### config.mk
export PLATFORM = sky130hd
export DESIGN_NAME = fetch_unit_flat
export DESIGN_NICKNAME = d
export VERILOG_FILES = /design/src/rtl/fetch_unit_if.sv /design/src/rtl/fetch_unit.sv /design/src/flat_wrapper.sv
export SDC_FILE = /design/constraint.sdc
export NUM_CORES = 1
export LEC_CHECK = 0
export ABC_AREA = 0
export CORE_MARGIN = 8
export CORE_UTILIZATION = 52
export DETAILED_ROUTE_END_ITERATION = 6
export GPL_TIMING_DRIVEN = 0
export PLACE_DENSITY = 0.81
export RECOVER_POWER = 50
export SLEW_MARGIN = 20
export SYNTH_ARGS = -nofsm -noshare
export SYNTH_HDL_FRONTEND = slang
export SYNTH_SLANG_ARGS = --single-unit
### constraint.sdc
create_clock -name clk_i -period 2.6 [get_ports clk_i]
set_clock_uncertainty 0.2 [all_clocks]
set_input_delay 0.52 -clock clk_i [delete_from_list [all_inputs] [get_ports clk_i]]
set_output_delay 0.52 -clock clk_i [all_outputs]
set_load 0.01 [all_outputs]
### src/rtl/fetch_unit_if.sv
// Fetch front-end bundle: instruction-memory request/response, redirect, and decode handshake.
// The master modport is the fetch unit's view; the slave modport is the memory/decode side.
interface fetch_unit_if #(
  parameter int Xlen = 32,
  parameter int Ilen = 32
);
  logic            instmem_ready_i;
  logic            instmem_valid_o;
  logic [Xlen-1:0] instmem_addr_o;
  logic [Ilen-1:0] instmem_rdata_i;
  logic            instmem_rvalid_i;
  logic            redirect_valid_i;
  logic [Xlen-1:0] redirect_pc_i;
  logic            inst_valid_o;
  logic [Xlen-1:0] inst_pc_o;
  logic [Ilen-1:0] inst_data_o;
  logic            inst_ready_i;

  modport master (
    input  instmem_ready_i, instmem_rdata_i, instmem_rvalid_i,
    input  redirect_valid_i, redirect_pc_i, inst_ready_i,
    output instmem_valid_o, instmem_addr_o,
    output inst_valid_o, inst_pc_o, inst_data_o
  );

  modport slave (
    output instmem_ready_i, instmem_rdata_i, instmem_rvalid_i,
    output redirect_valid_i, redirect_pc_i, inst_ready_i,
    input  instmem_valid_o, instmem_addr_o,
    input  inst_valid_o, inst_pc_o, inst_data_o
  );
endinterface

### src/rtl/fetch_unit.sv
// In-order instruction fetch with bounded outstanding requests, response FIFO and redirect flush.
// Define FETCH_UNIT_BYPASS_EN to forward a response straight to decode when the FIFO is empty.
module fetch_unit #(
  parameter int              Xlen           = 32,
  parameter int              Ilen           = 32,
  parameter int              DepthLog2      = 2,
  parameter int              MaxOutstanding = 2,
  parameter logic [Xlen-1:0] ResetPc        = '0
) (
  input logic          clk_i,
  input logic          rst_ni,
  fetch_unit_if.master bus
);
  localparam int              Depth = 2 ** DepthLog2;
  localparam int              IfW   = $clog2(MaxOutstanding + 1);
  localparam int              CntW  = DepthLog2 + 1;
  localparam logic [IfW-1:0]  MaxOs = IfW'(MaxOutstanding);

  logic [Xlen-1:0]      req_pc_q, req_pc_d, rsp_pc_q, rsp_pc_d;
  logic [IfW-1:0]       inflight_q, inflight_d, drop_q, drop_d;
  logic [CntW-1:0]      count_q, count_d;
  logic [DepthLog2-1:0] wr_ptr_q, wr_ptr_d, rd_ptr_q, rd_ptr_d;
  logic [Xlen-1:0]      pc_mem_q   [Depth];
  logic [Ilen-1:0]      inst_mem_q [Depth];

  logic            redir, room_ok, issue, req_fire, rsp_fire, keep, byp, push, pop;
  logic [Xlen-1:0] redir_pc;
  logic [IfW-1:0]  live;

  assign redir    = bus.redirect_valid_i;
  assign redir_pc = {bus.redirect_pc_i[Xlen-1:1], 1'b0};
  assign live     = inflight_q - drop_q;
  // Every live in-flight request owns a FIFO slot, so a kept response always has room.
  assign room_ok  = (32'(count_q) + 32'(live)) < 32'(Depth);
  assign issue    = rst_ni && (inflight_q < MaxOs) && (redir || room_ok);
  assign req_fire = issue && bus.instmem_ready_i;
  assign rsp_fire = bus.instmem_rvalid_i && (inflight_q != '0);
  assign keep     = rsp_fire && !redir && (drop_q == '0);

`ifdef FETCH_UNIT_BYPASS_EN
  assign byp = keep && (count_q == '0);
`else
  assign byp = 1'b0;
`endif

  assign push = keep && !(byp && bus.inst_ready_i);
  assign pop  = (count_q != '0) && bus.inst_ready_i && !redir;

  assign bus.instmem_valid_o = issue;
  assign bus.instmem_addr_o  = redir ? redir_pc : req_pc_q;

`ifdef FETCH_UNIT_BYPASS_EN
  assign bus.inst_valid_o = (count_q != '0) || byp;
  assign bus.inst_pc_o    = (count_q != '0) ? pc_mem_q[rd_ptr_q]   : rsp_pc_q;
  assign bus.inst_data_o  = (count_q != '0) ? inst_mem_q[rd_ptr_q] : bus.instmem_rdata_i;
`else
  assign bus.inst_valid_o = (count_q != '0);
  assign bus.inst_pc_o    = pc_mem_q[rd_ptr_q];
  assign bus.inst_data_o  = inst_mem_q[rd_ptr_q];
`endif

  always_comb begin
    req_pc_d   = req_pc_q;
    rsp_pc_d   = rsp_pc_q;
    inflight_d = inflight_q + IfW'(req_fire) - IfW'(rsp_fire);
    drop_d     = drop_q;
    count_d    = count_q;
    wr_ptr_d   = wr_ptr_q;
    rd_ptr_d   = rd_ptr_q;
    if (redir) begin
      // Everything still outstanding (minus this cycle's response) becomes stale.
      drop_d   = inflight_q - IfW'(rsp_fire);
      rsp_pc_d = redir_pc;
      req_pc_d = req_fire ? redir_pc + Xlen'(4) : redir_pc;
      count_d  = '0;
      wr_ptr_d = '0;
      rd_ptr_d = '0;
    end else begin
      if (rsp_fire && (drop_q != '0)) drop_d = drop_q - IfW'(1);
      if (keep) rsp_pc_d = rsp_pc_q + Xlen'(4);
      if (req_fire) req_pc_d = req_pc_q + Xlen'(4);
      if (push) wr_ptr_d = wr_ptr_q + DepthLog2'(1);
      if (pop) rd_ptr_d = rd_ptr_q + DepthLog2'(1);
      count_d = count_q + CntW'(push) - CntW'(pop);
    end
  end

  always_ff @(posedge clk_i or negedge rst_ni) begin
    if (!rst_ni) begin
      req_pc_q   <= ResetPc;
      rsp_pc_q   <= ResetPc;
      inflight_q <= '0;
      drop_q     <= '0;
      count_q    <= '0;
      wr_ptr_q   <= '0;
      rd_ptr_q   <= '0;
    end else begin
      req_pc_q   <= req_pc_d;
      rsp_pc_q   <= rsp_pc_d;
      inflight_q <= inflight_d;
      drop_q     <= drop_d;
      count_q    <= count_d;
      wr_ptr_q   <= wr_ptr_d;
      rd_ptr_q   <= rd_ptr_d;
    end
  end

  always_ff @(posedge clk_i or negedge rst_ni) begin
    if (!rst_ni) begin
      for (int i = 0; i < Depth; i++) begin
        pc_mem_q[i]   <= '0;
        inst_mem_q[i] <= '0;
      end
    end else if (push) begin
      pc_mem_q[wr_ptr_q]   <= rsp_pc_q;
      inst_mem_q[wr_ptr_q] <= bus.instmem_rdata_i;
    end
  end

  always @(posedge clk_i) begin
    if (rst_ni && bus.instmem_rvalid_i) begin
      assert (inflight_q != '0)
        else $error("fetch_unit: response with no request outstanding");
    end
  end
endmodule
### src/flat_wrapper.sv
// flat-port wrapper written by rule: the top's interface ports become plain ports
module fetch_unit_flat 
#(
  parameter int              Xlen           = 32,
  parameter int              Ilen           = 32,
  parameter int              DepthLog2      = 2,
  parameter int              MaxOutstanding = 2,
  parameter logic [Xlen-1:0] ResetPc        = '0
)
  (clk_i, rst_ni, bus_instmem_ready_i, bus_instmem_rdata_i, bus_instmem_rvalid_i, bus_redirect_valid_i, bus_redirect_pc_i, bus_inst_ready_i, bus_instmem_valid_o, bus_instmem_addr_o, bus_inst_valid_o, bus_inst_pc_o, bus_inst_data_o);
  fetch_unit_if #(.Xlen(Xlen), .Ilen(Ilen)) bus_i ();
  input logic clk_i;
  input logic rst_ni;
  input wire logic [$bits(bus_i.instmem_ready_i)-1:0] bus_instmem_ready_i;
  input wire logic [$bits(bus_i.instmem_rdata_i)-1:0] bus_instmem_rdata_i;
  input wire logic [$bits(bus_i.instmem_rvalid_i)-1:0] bus_instmem_rvalid_i;
  input wire logic [$bits(bus_i.redirect_valid_i)-1:0] bus_redirect_valid_i;
  input wire logic [$bits(bus_i.redirect_pc_i)-1:0] bus_redirect_pc_i;
  input wire logic [$bits(bus_i.inst_ready_i)-1:0] bus_inst_ready_i;
  output wire logic [$bits(bus_i.instmem_valid_o)-1:0] bus_instmem_valid_o;
  output wire logic [$bits(bus_i.instmem_addr_o)-1:0] bus_instmem_addr_o;
  output wire logic [$bits(bus_i.inst_valid_o)-1:0] bus_inst_valid_o;
  output wire logic [$bits(bus_i.inst_pc_o)-1:0] bus_inst_pc_o;
  output wire logic [$bits(bus_i.inst_data_o)-1:0] bus_inst_data_o;
  assign bus_i.instmem_ready_i = bus_instmem_ready_i;
  assign bus_i.instmem_rdata_i = bus_instmem_rdata_i;
  assign bus_i.instmem_rvalid_i = bus_instmem_rvalid_i;
  assign bus_i.redirect_valid_i = bus_redirect_valid_i;
  assign bus_i.redirect_pc_i = bus_redirect_pc_i;
  assign bus_i.inst_ready_i = bus_inst_ready_i;
  assign bus_instmem_valid_o = bus_i.instmem_valid_o;
  assign bus_instmem_addr_o = bus_i.instmem_addr_o;
  assign bus_inst_valid_o = bus_i.inst_valid_o;
  assign bus_inst_pc_o = bus_i.inst_pc_o;
  assign bus_inst_data_o = bus_i.inst_data_o;
  fetch_unit #(.Xlen(Xlen), .Ilen(Ilen), .DepthLog2(DepthLog2), .MaxOutstanding(MaxOutstanding), .ResetPc(ResetPc)) u_core (.clk_i(clk_i), .rst_ni(rst_ni), .bus(bus_i));
endmodule
==> impl_metrics.toml, run 1 <==
[status]
status = "complete, but fails checks"
violations = "hold timing, setup timing"

[synth]
netlist_area_mm2 = 0.0161
synth_seq_cells = 325
avgSynthCellArea_um2 = 13.3
synth_area_leaders = "dfrtp_1, mux2_2, mux4_2"
synth_top_area_share = 0.504
ys_types = 52
synth.most_common_cell = "dfrtp_1"
yosys.area.top_type = "dfrtp_1"
synth-seq-area-share = 0.504
netlist_top_cells_count = "dfrtp_1, mux2_2, xnor2_1"
yosysWarnings = 0
syn_inst = 1212
synth_ff_type = "dfrtp_1"
synth_edf_count = 0
async_flop_share = 1.00

[place]
dp.final_hpwl_mm = 27.2
gp_congestion = 0.897
place_inst = 1776
port_buffers = 164

[timing]
drv_slew = 0
rsz0062_at_grt = "true"
fmax_mhz = 327
setup_ws_ns = -0.462
min_period_ns = 3.06
finalSetupViolCount = 95
holdWs_ns = -0.299
relSlewSlack = 0.0945
finalHoldViolations = 68
min_period_over_period = 1.18
worstMarginPinSlew_ns = 1.36

[global_route]
grt_pass1_wl_mm = 65.6
grt_usage = 0.223
grt_max_degree = 104
first_global_vias = 11900
overflow = 0
grt_antenna_before_repair = 0

[worst_setup_path]
critical_path_peak_fanout = 2
required_ns = 1.88
worstSetupStartpointType = "register"
critical_path.cell_chain = "inv_2 > ha_4 > xnor2_2 > xnor2_1 > ha_1 > nand4bb_4 > nand2_4 > buf_8 > nor3b_4 > buf_2"
cp_slowest_cell = "dfrtp_1"
critPathCapture = "bus_instmem_valid_o"
end_kind = "output port"
arrival_ns = 2.34
r2r-end = "u_core.req_pc_q[12]$_DFFE_PN0P_"
worst-r2r-cell-count = 13
rrSetupSlack_ns = -0.18
r2r_start = "u_core.inflight_q[0]$_DFF_PN0_"
crit_type = "register to output port"
slowest_delay_ns = 0.37
crit_path_start = "u_core.inflight_q[0]$_DFF_PN0_"

[cells_and_area]
fillCellCount = 2077
drive_above_1_share = 0.426
fin_nets = 1561
multi_input_area_mm2 = 0.00776
regArea_mm2 = 0.00814
area_growth_pct = 29.3
final_cells = 1899
n_antenna_cell = 0

[pwr]
leakage_nw = 9.50
max-vdd-ir-drop_mv = 0.496
p_total_mw = 18.6
p_per_area_mw_per_mm2 = 892

[routing]
drc = 0
wire_per_inst_um = 22.1
ant_nets = 0
viasPerCell = 5.89
drtIter0Drc = 821
via_count = 11200
dr.pass1.iters = 5
wl_mm = 41.9

[cts]
cts_max_path_buffers = 3
cts_tree = "yes"
cts_buffers = 36
clk_pin_slew_worst_paths_ns = 0.06
insertion_delay_ns = 0.52
h-tree-depth = 2
clkSinkCount = 325
root_buffer = "clkbuf_16"

[floorplan]
core_mm2 = 0.0306
fp.dieH_um = 192
die_area_mm2 = 0.0369
start_util = 0.528
die_x_um = 192
core.rowCount = 64
ioPinCount = 168

[flow_run]
maxCapViolations = 0

[min_path]
hold_class = "primary input to asynchronous set/reset pin"
-- power by group --
part	internal, mW	switching (mW)
sequential	6.01	0.645
clock	3.05	2.05
combinational	4.07	2.78
total	13.1	5.48
-- worst max-delay path: cells and delay by family (launching register included) --
family | cells | cell delay (ns)
fa+ha+maj | 2 | 0.47
flops | 1 | 0.37
buf+inv | 3 | 0.34
xor+xnor | 2 | 0.26
simple gates | 3 | 0.39
-- worst min path at each step --
stage	end	slack, ns	cells past startpoint
finish	u_core.inst_mem_q[106]$_DFFE_PN0P_	-0.30	1
global route	u_core.inst_mem_q[106]$_DFFE_PN0P_	-0.29	1
floorplan	u_core.count_q[0]$_DFF_PN0_	0.02	0
global placement	u_core.inst_mem_q[60]$_DFFE_PN0P_	0.28	1
detailed placement	u_core.pc_mem_q[46]$_DFFE_PN0P_	0.29	1
CTS	u_core.inst_mem_q[41]$_DFFE_PN0P_	-0.22	1
-- timing repair --
action,in CTS,in global routing
gates resized for setup,480,94
buffers inserted,34,29
endpoints found under the hold margin,68,68
pin swaps,7,14
cloned,3,1
endpoints found under the setup margin,127,353
-- state kept, by name (all words and copies together) (netlist names) --
name / cells
u_core.pc_mem_q: 124
u_core.inst_mem_q: 128
u_core.count_q: 3
u_core.rd_ptr_q: 2
u_core.rsp_pc_q: 31
u_core.req_pc_q: 31
u_core.inflight_q: 2
u_core.wr_ptr_q: 2
u_core.drop_q: 2
-- kinds of logic (layout without fill, tap and decap cells) --
kind of cell | Yosys count | count (layout) | share of synthesized area
adder cells (fa/ha/maj) | 15 | 15 | 0.0121
AO/OA/AOI/OAI | 68 | 68 | 0.0226
flip-flops | 325 | 325 | 0.504
AND/OR/NAND/NOR | 234 | 235 | 0.0853
multiplexers | 351 | 351 | 0.287
buffers and inverters | 127 | 416 | 0.0395
XOR/XNOR | 91 | 91 | 0.0494
other | 1 | 2 | 0.000232
-- cells in the final DEF, fill, tap and decap left out, types with 9 or more instances in the layout --
cell / n
buf_4: 45
dlygate4sd2_1: 24
buf_12: 15
and3_1: 16
mux4_2: 64
clkbuf_4: 9
buf_8: 11
nor4_4: 13
nand2_1: 58
buf_6: 92
clkdlybuf4s50_1: 66
nand4_1: 30
dfrtp_1: 323
inv_1: 42
o21ai_0: 50
mux2_2: 256
clkbuf_16: 38
ha_1: 13
nor2_1: 17
and4_1: 12
buf_2: 20
xnor2_1: 61
nand3_1: 25
mux2i_1: 31
clkbuf_1: 15
clkbuf_8: 9
xor2_1: 26
-- through the flow --
| stage | setup slack [ns] | utilization | setup TNS, ns | cell area, um2 |
|---|---|---|---|---|
| floorplan | -0.0385 | - | -0.0385 | 16200 |
| global placement | -12.88 | 0.598 | -4683.06 | 18300 |
| detailed placement | -1.23 | 0.601 | -137.62 | 18400 |
| CTS | -0.476 | 0.665 | -9.81 | 20300 |
| global route | -0.512 | 0.682 | -20.85 | 20900 |
| finish | -0.462 | 0.682 | -15.13 | 20900 |
-- routing by layer --
layer / global-route usage / wire length [um] / vias to the layer above
met3: 0.0447 / 2910 / 65
met4: 0.0567 / 822 / 0
met1: 0.303 / 17700 / 5747
met2: 0.364 / 20400 / 454
li1: - / - / 4926
met5: 0 / 0 / -
-- area by class of cell --
class	count	share of cell area
multi-input combinational	762	0.372
inverter	44	0.00804
clock inverter	12	0.00600
timing repair buffer	228	0.119
tap	396	0.0237
clock buffer	53	0.0511
buffer	79	0.0304
sequential	325	0.390
Note: power is estimated with default switching activity, not from simulation.
==> inputs of run 2 (changes only) <==
--- a/config.mk
+++ b/config.mk
@@ -10,9 +10,11 @@
 export CORE_UTILIZATION = 52
 export DETAILED_ROUTE_END_ITERATION = 6
 export GPL_TIMING_DRIVEN = 0
+export MAX_ROUTING_LAYER = met4
 export PLACE_DENSITY = 0.81
 export RECOVER_POWER = 50
 export SLEW_MARGIN = 20
 export SYNTH_ARGS = -nofsm -noshare
 export SYNTH_HDL_FRONTEND = slang
 export SYNTH_SLANG_ARGS = --single-unit
+export TNS_END_PERCENT = 50
==> impl_metrics.toml, run 2 (same netlist as run 1, synthesis figures left out) <==
[status]
status = "complete, but fails checks"
violations = "hold timing, setup timing"

[floorplan]
fp.dieH_um = 192
core_mm2 = 0.0306
ioPinCount = 168
core.rowCount = 64
die_area_mm2 = 0.0369
die_x_um = 192
start_util = 0.528

[worst_setup_path]
crit_type = "register to output port"
cp_slowest_cell = "dfrtp_1"
required_ns = 1.88
slowest_delay_ns = 0.37
worstSetupStartpointType = "register"
arrival_ns = 2.33
end_kind = "output port"
critical_path.cell_chain = "inv_2 > ha_4 > xnor2_2 > xnor2_1 > ha_1 > nand4bb_4 > nand2_4 > buf_8 > nor3b_4 > buf_2"
critical_path_peak_fanout = 2

[timing]
drv_slew = 0
relSlewSlack = 0.0919
fmax_mhz = 328
min_period_over_period = 1.17
finalSetupViolCount = 97
worstMarginPinSlew_ns = 1.36
rsz0062_at_grt = "true"
min_period_ns = 3.05
finalHoldViolations = 68
setup_ws_ns = -0.448
holdWs_ns = -0.296

[pwr]
leakage_nw = 9.43
p_per_area_mw_per_mm2 = 887
max-vdd-ir-drop_mv = 0.543

[cells_and_area]
biggestRegsByFlops = "u_core.inst_mem_q: 128 flops, u_core.pc_mem_q: 124 flops"
top_register = "u_core.inst_mem_q"
n_antenna_cell = 0
fillCellCount = 2094
largest_reg_flops = 128
regArea_mm2 = 0.00814
mostFrequentLayoutCells = "dfrtp_1, mux2_2, buf_6"
drive_above_1_share = 0.422
fin_nets = 1554
layout_commonest_cell = "dfrtp_1"
final_cells = 1892
area_growth_pct = 28.0
multi_input_area_mm2 = 0.00773

[routing]
drc = 0
via_count = 11100
wl_mm = 41.3
ant_nets = 0
dr.pass1.iters = 5
wire_per_inst_um = 21.8
viasPerCell = 5.88
drtIter0Drc = 792

[flow_run]
maxCapViolations = 0

[cts]
root_buffer = "clkbuf_16"
cts_max_path_buffers = 3
cts_buffers = 36
clk_pin_slew_worst_paths_ns = 0.06
insertion_delay_ns = 0.53
cts_tree = "yes"
clkSinkCount = 325
h-tree-depth = 2

[min_path]
hold_class = "primary input to asynchronous set/reset pin"

[global_route]
grt_antenna_before_repair = 0
first_global_vias = 11700
grt_pass1_wl_mm = 64.3
grt_max_degree = 104
grt_usage = 0.225
overflow = 0

[place]
place_inst = 1776
pre_cts_slack_ns = -1.23
gp_congestion = 0.912
port_buffers = 164
dp.final_hpwl_mm = 27.2
[run 2: changes by cell type in the layout (fill, tap and decap cells not counted), moves of 2 or more]
| cell | previous run | this run |
|---|---|---|
| buf_6 | 92 | 79 |
| buf_12 | 15 | 12 |
| buf_8 | 11 | 9 |
| buf_4 | 45 | 53 |
| buf_2 | 20 | 23 |
[run 2: where the power goes]
group / internal (mW) / switching (mW)
Clock: 3.05 / 2.04
Sequential: 6.01 / 0.638
Combinational: 3.89 / 2.70
Total: 12.9 / 5.38
[run 2: layout make-up]
| cell class | instances | area share |
|---|---|---|
| plain buffers | 81 | 0.0325 |
| clock buffers | 53 | 0.0516 |
| clock inverters | 12 | 0.00606 |
| inverters | 44 | 0.00799 |
| multi-input cells | 762 | 0.374 |
| flip-flops and latches | 325 | 0.394 |
| well taps | 396 | 0.0240 |
| repair buffers | 219 | 0.110 |
[run 2: stage by stage]
step / TNS, ns / utilization / power, mW / cell area [um2]
floorplan: -0.0385 / - / 9.63 / 16200
global placement: -4683.06 / 0.598 / 12.0 / 18300
detailed placement: -137.62 / 0.601 / 12.1 / 18400
CTS: -6.45 / 0.656 / 17.9 / 20100
global route: -16.88 / 0.675 / 19.1 / 20700
finish: -10.23 / 0.675 / 18.3 / 20700
[run 2: critical path, delay by kind of cell, from the launching register on]
family | cells | cell delay, ns
adders and majority gates | 2 | 0.47
and+or+nand+nor | 3 | 0.38
DFF | 1 | 0.37
buffers and inverters | 3 | 0.34
xor gates and xnor gates | 2 | 0.26
[run 2: what timing repair did]
item,CTS,global route
endpoints found under the setup margin,127,356
gates cloned,1,2
hold endpoints to repair,68,68
setup buffers,24,27
pin swaps,5,7
gates resized for setup,452,93
[run 2: path summary, 6_finish.rpt]
check / startpoint / end / slack [ns] / depth (start not counted)
max: u_core.inflight_q[0]$_DFF_PN0_ / bus_instmem_valid_o / -0.45 / 10
min: rst_ni / u_core.inst_mem_q[106]$_DFFE_PN0P_ / -0.30 / 1
max reg2reg: u_core.inflight_q[0]$_DFF_PN0_ / u_core.req_pc_q[31]$_DFFE_PN0P_ / -0.08 / 12
min reg2reg: u_core.inst_mem_q[99]$_DFFE_PN0P_ / u_core.inst_mem_q[99]$_DFFE_PN0P_ / 0.30 / 1
max in group asynchronous: rst_ni / u_core.pc_mem_q[71]$_DFFE_PN0P_ / 0.44 / 3
min in group clk_i: u_core.inst_mem_q[99]$_DFFE_PN0P_ / u_core.inst_mem_q[99]$_DFFE_PN0P_ / 0.30 / 1
[run 2: routing by layer]
layer / wire [um] / GRT usage / up-vias
li1: - / - / 4893
met1: 17800 / 0.302 / 5742
met2: 20100 / 0.357 / 407
met3: 2570 / 0.0367 / 75
met4: 887 / 0.0549 / 0
met5: 0 / - / -
==> variant, RTL diff (settings of run 1) <==
Make the reset (`rst_ni`) synchronous in 2 clocked blocks.
--- a/src/rtl/fetch_unit.sv
+++ b/src/rtl/fetch_unit.sv
@@ -85,7 +85,7 @@
     end
   end
 
-  always_ff @(posedge clk_i or negedge rst_ni) begin
+  always_ff @(posedge clk_i) begin
     if (!rst_ni) begin
       req_pc_q   <= ResetPc;
       rsp_pc_q   <= ResetPc;
@@ -105,7 +105,7 @@
     end
   end
 
-  always_ff @(posedge clk_i or negedge rst_ni) begin
+  always_ff @(posedge clk_i) begin
     if (!rst_ni) begin
       for (int i = 0; i < Depth; i++) begin
         pc_mem_q[i]   <= '0;
Function: differs if rst_ni is asserted again (counterexample within 4 cycles, from zero or initial values and one cycle with rst_ni low); with rst_ni held inactive, the same outputs for 4 cycles.
==> variant against run 1 <==
  * The flow finishes with violations (negative setup slack)
  * Maximum frequency up 0.67%
  * Routed wire length rose by 1.7%
  * Cell area down 3.0%
  * Sequential cell count grew 2
  * Largest cell class unchanged
  * Area after synthesis fell by 4.0%
  * Worst setup slack gained 0.020 ns
  * Highest routed layer unchanged
  * Worst hold slack better by 0.58 ns
Power is not compared: it rests on default switching activity, and its combinational part moved more than twofold at a synthesized area within 25%.
==> variant: results <==
metrics = {
    "global_route": {
        "grt_use_met2": 0.389,
        "grt_use_total": 0.230,
        "grtUsageMet1": 0.294,
        "use_met3": 0.0455,
        "grt_max_degree": 33,
        "grt_pass1_wl_mm": 64.6,
        "grt_pass1_vias": 11500,
    },
    "routing": {
        "drt-total-wl_mm": 42.6,
        "dr_total_vias": 11200,
        "highest_layer": "met4",
        "routedLengthMet1_mm": 16.8,
        "wl_met3_mm": 3.24,
        "dr.pass1.iters": 5,
        "first_iter_violations": 1065,
        "route.met2.wl_mm": 21.5,
    },
    "synth": {
        "synth_fa_ha_area_frac": 0.00937,
        "yosysUniqueCellTypes": 61,
        "synthArstFlopShare": 0,
        "synth_area_leaders": "edfxtp_1 (49%), dfxtp_1 (9.7%), mux4_2 (9.3%), nor2_1 (4.1%), nand2_1 (3.1%)",
        "synth_edf_count": 252,
        "synth_common_cells": "edfxtp_1 (252), nor2_1 (169), nand2_1 (129)",
        "synth-seq-area-share": 0.585,
        "synth-compound-area-share": 0.0413,
        "muxShareOfSynthArea": 0.107,
        "synthXorXnorAreaFrac": 0.0531,
    },
    "power": {
        "ir_worst_vdd_mv": 0.371,
        "leakage_uw": 0.00791,
    },
    "placement": {
        "post_dp_cell_area_sq_um": 17900,
        "dp_slack_ns": -1.56,
        "gp_congestion": 0.966,
        "io_buffers": 163,
        "dpl.hpwl_mm": 27.4,
    },
    "final_layout": {
        "reg_top3": "u_core.inst_mem_q: 128 flops, u_core.pc_mem_q: 124 flops",
        "antenna_cells": 0,
        "drive_gt1_frac": 0.240,
        "nNetsFinal": 1628,
    },
    "setup_path": {
        "crit_fanout": 10,
        "worstReg2RegEnd": "u_core.req_pc_q[28]",
        "arrival_ns": 2.32,
        "worstReg2RegStart": "u_core.inflight_q[0]",
        "reg2reg_slack_ns": -0.21,
    },
    "cts": {
        "clock_latency_ns": 0.52,
        "root_buffer": "clkbuf_16",
        "ctsLongestPathBuffers": 3,
        "h-tree-depth": 2,
        "cts_buffers": 36,
        "clk_pin_slew_worst_paths_ns": 0.06,
    },
    "timing": {
        "slew_viol_final": 0,
        "timing.slew.headroom": 0.415,
        "final-setup-viol-count": 167,
        "final.setup.tns_ns": -12.35,
        "worst_slack_ns": -0.442,
    },
    "hold_path": {
        "whs_endpoint": "u_core.rsp_pc_q[30]",
        "hold_path.class": "in -> reg",
        "hold-path-cell-count": 3,
        "hp-start": "bus_redirect_valid_i",
    },
    "status": {
        "outcome": "finished, violations left",
        "violations": "negative setup slack",
    },
}
==> variant: cell count changes in the layout (fill, tap and decap cells not counted), moves of 19 or more <==
cell | run 1 | this run
buf_4 | 45 | 26
a21oi_1 | 3 | 26
mux2i_1 | 31 | 2
and2_1 | 6 | 67
mux2_2 | 256 | 18
edfxtp_1 | 0 | 252
o21ai_0 | 50 | 29
inv_1 | 42 | 86
nand2_1 | 58 | 124
clkbuf_1 | 15 | 43
dfrtp_1 | 323 | 0
dfxtp_1 | 0 | 71
nor2_1 | 17 | 162
==> variant: timing repair <==
action,CTS,global route
cloned,2,2
pin swaps,12,57
setup buffers,36,25
setup endpoints to repair,418,102
resized for setup,437,120
==> variant: layout make-up <==
type / count / area (sq um)
fill: 1941 / 9240
sequential: 327 / 9080
multi-input combinational: 793 / 6170
timing repair buffer: 233 / 2570
clock buffer: 47 / 1030
tap: 390 / 488
buffer: 66 / 445
inverter: 90 / 350
clock inverter: 16 / 119
==> variant: cell families (layout without fill, tap and decap cells) <==
kind of cell	after synthesis	after routing
fa+ha+maj	11	11
xor+xnor	94	94
mux	84	84
flops	327	327
simple gates	499	500
other cells	1	2
buf+inv	162	452
compound gates	102	102
==> variant: worst max-delay path, stage by stage <==
cell	delay (ns)
clkbuf_1	0.36
clkinv_1	0.45
clkbuf_1	0.42
nor3_2	0.36
buf_2	0.20
==> variant: how the worst max path moves through the flow <==
stage                               startpoint  slack [ns]                      to  cells after the start
after global placement    bus_redirect_valid_i       -1.57  bus_instmem_addr_o[12]                      7
after global routing      u_core.inflight_q[0]       -0.54     bus_instmem_valid_o                      9
after CTS                 u_core.inflight_q[0]       -0.35     bus_instmem_valid_o                      9
final                                   rst_ni       -0.44     bus_instmem_valid_o                      5
after detailed placement  bus_redirect_valid_i       -1.56  bus_instmem_addr_o[10]                      7
after floorplan           u_core.inflight_q[0]      -0.002     u_core.req_pc_q[29]                     12
==> variant: report_power, final <==
| part | switching [uW] | leakage, uW | internal [uW] |
|---|---|---|---|
| Combinational | 928 | 0.00414 | 836 |
| Sequential | 182 | 0.00323 | 5910 |
| Clock | 2060 | 0.000550 | 2890 |
| Total | 3170 | 0.00791 | 9640 |
==> variant: metrics by stage <==
stage / power [uW] / hold slack [ns] / utilization / std cells
2_1_floorplan: 6970 / 0.237 / - / 1281
3_3_place_gp: 7630 / 0.250 / 0.600 / 1834
3_5_place_dp: 7720 / 0.255 / 0.608 / 1843
4_1_cts: 12600 / 0.172 / 0.666 / 1942
5_1_grt: 13200 / 0.269 / 0.687 / 1962
6_report: 12800 / 0.279 / 0.687 / 1962
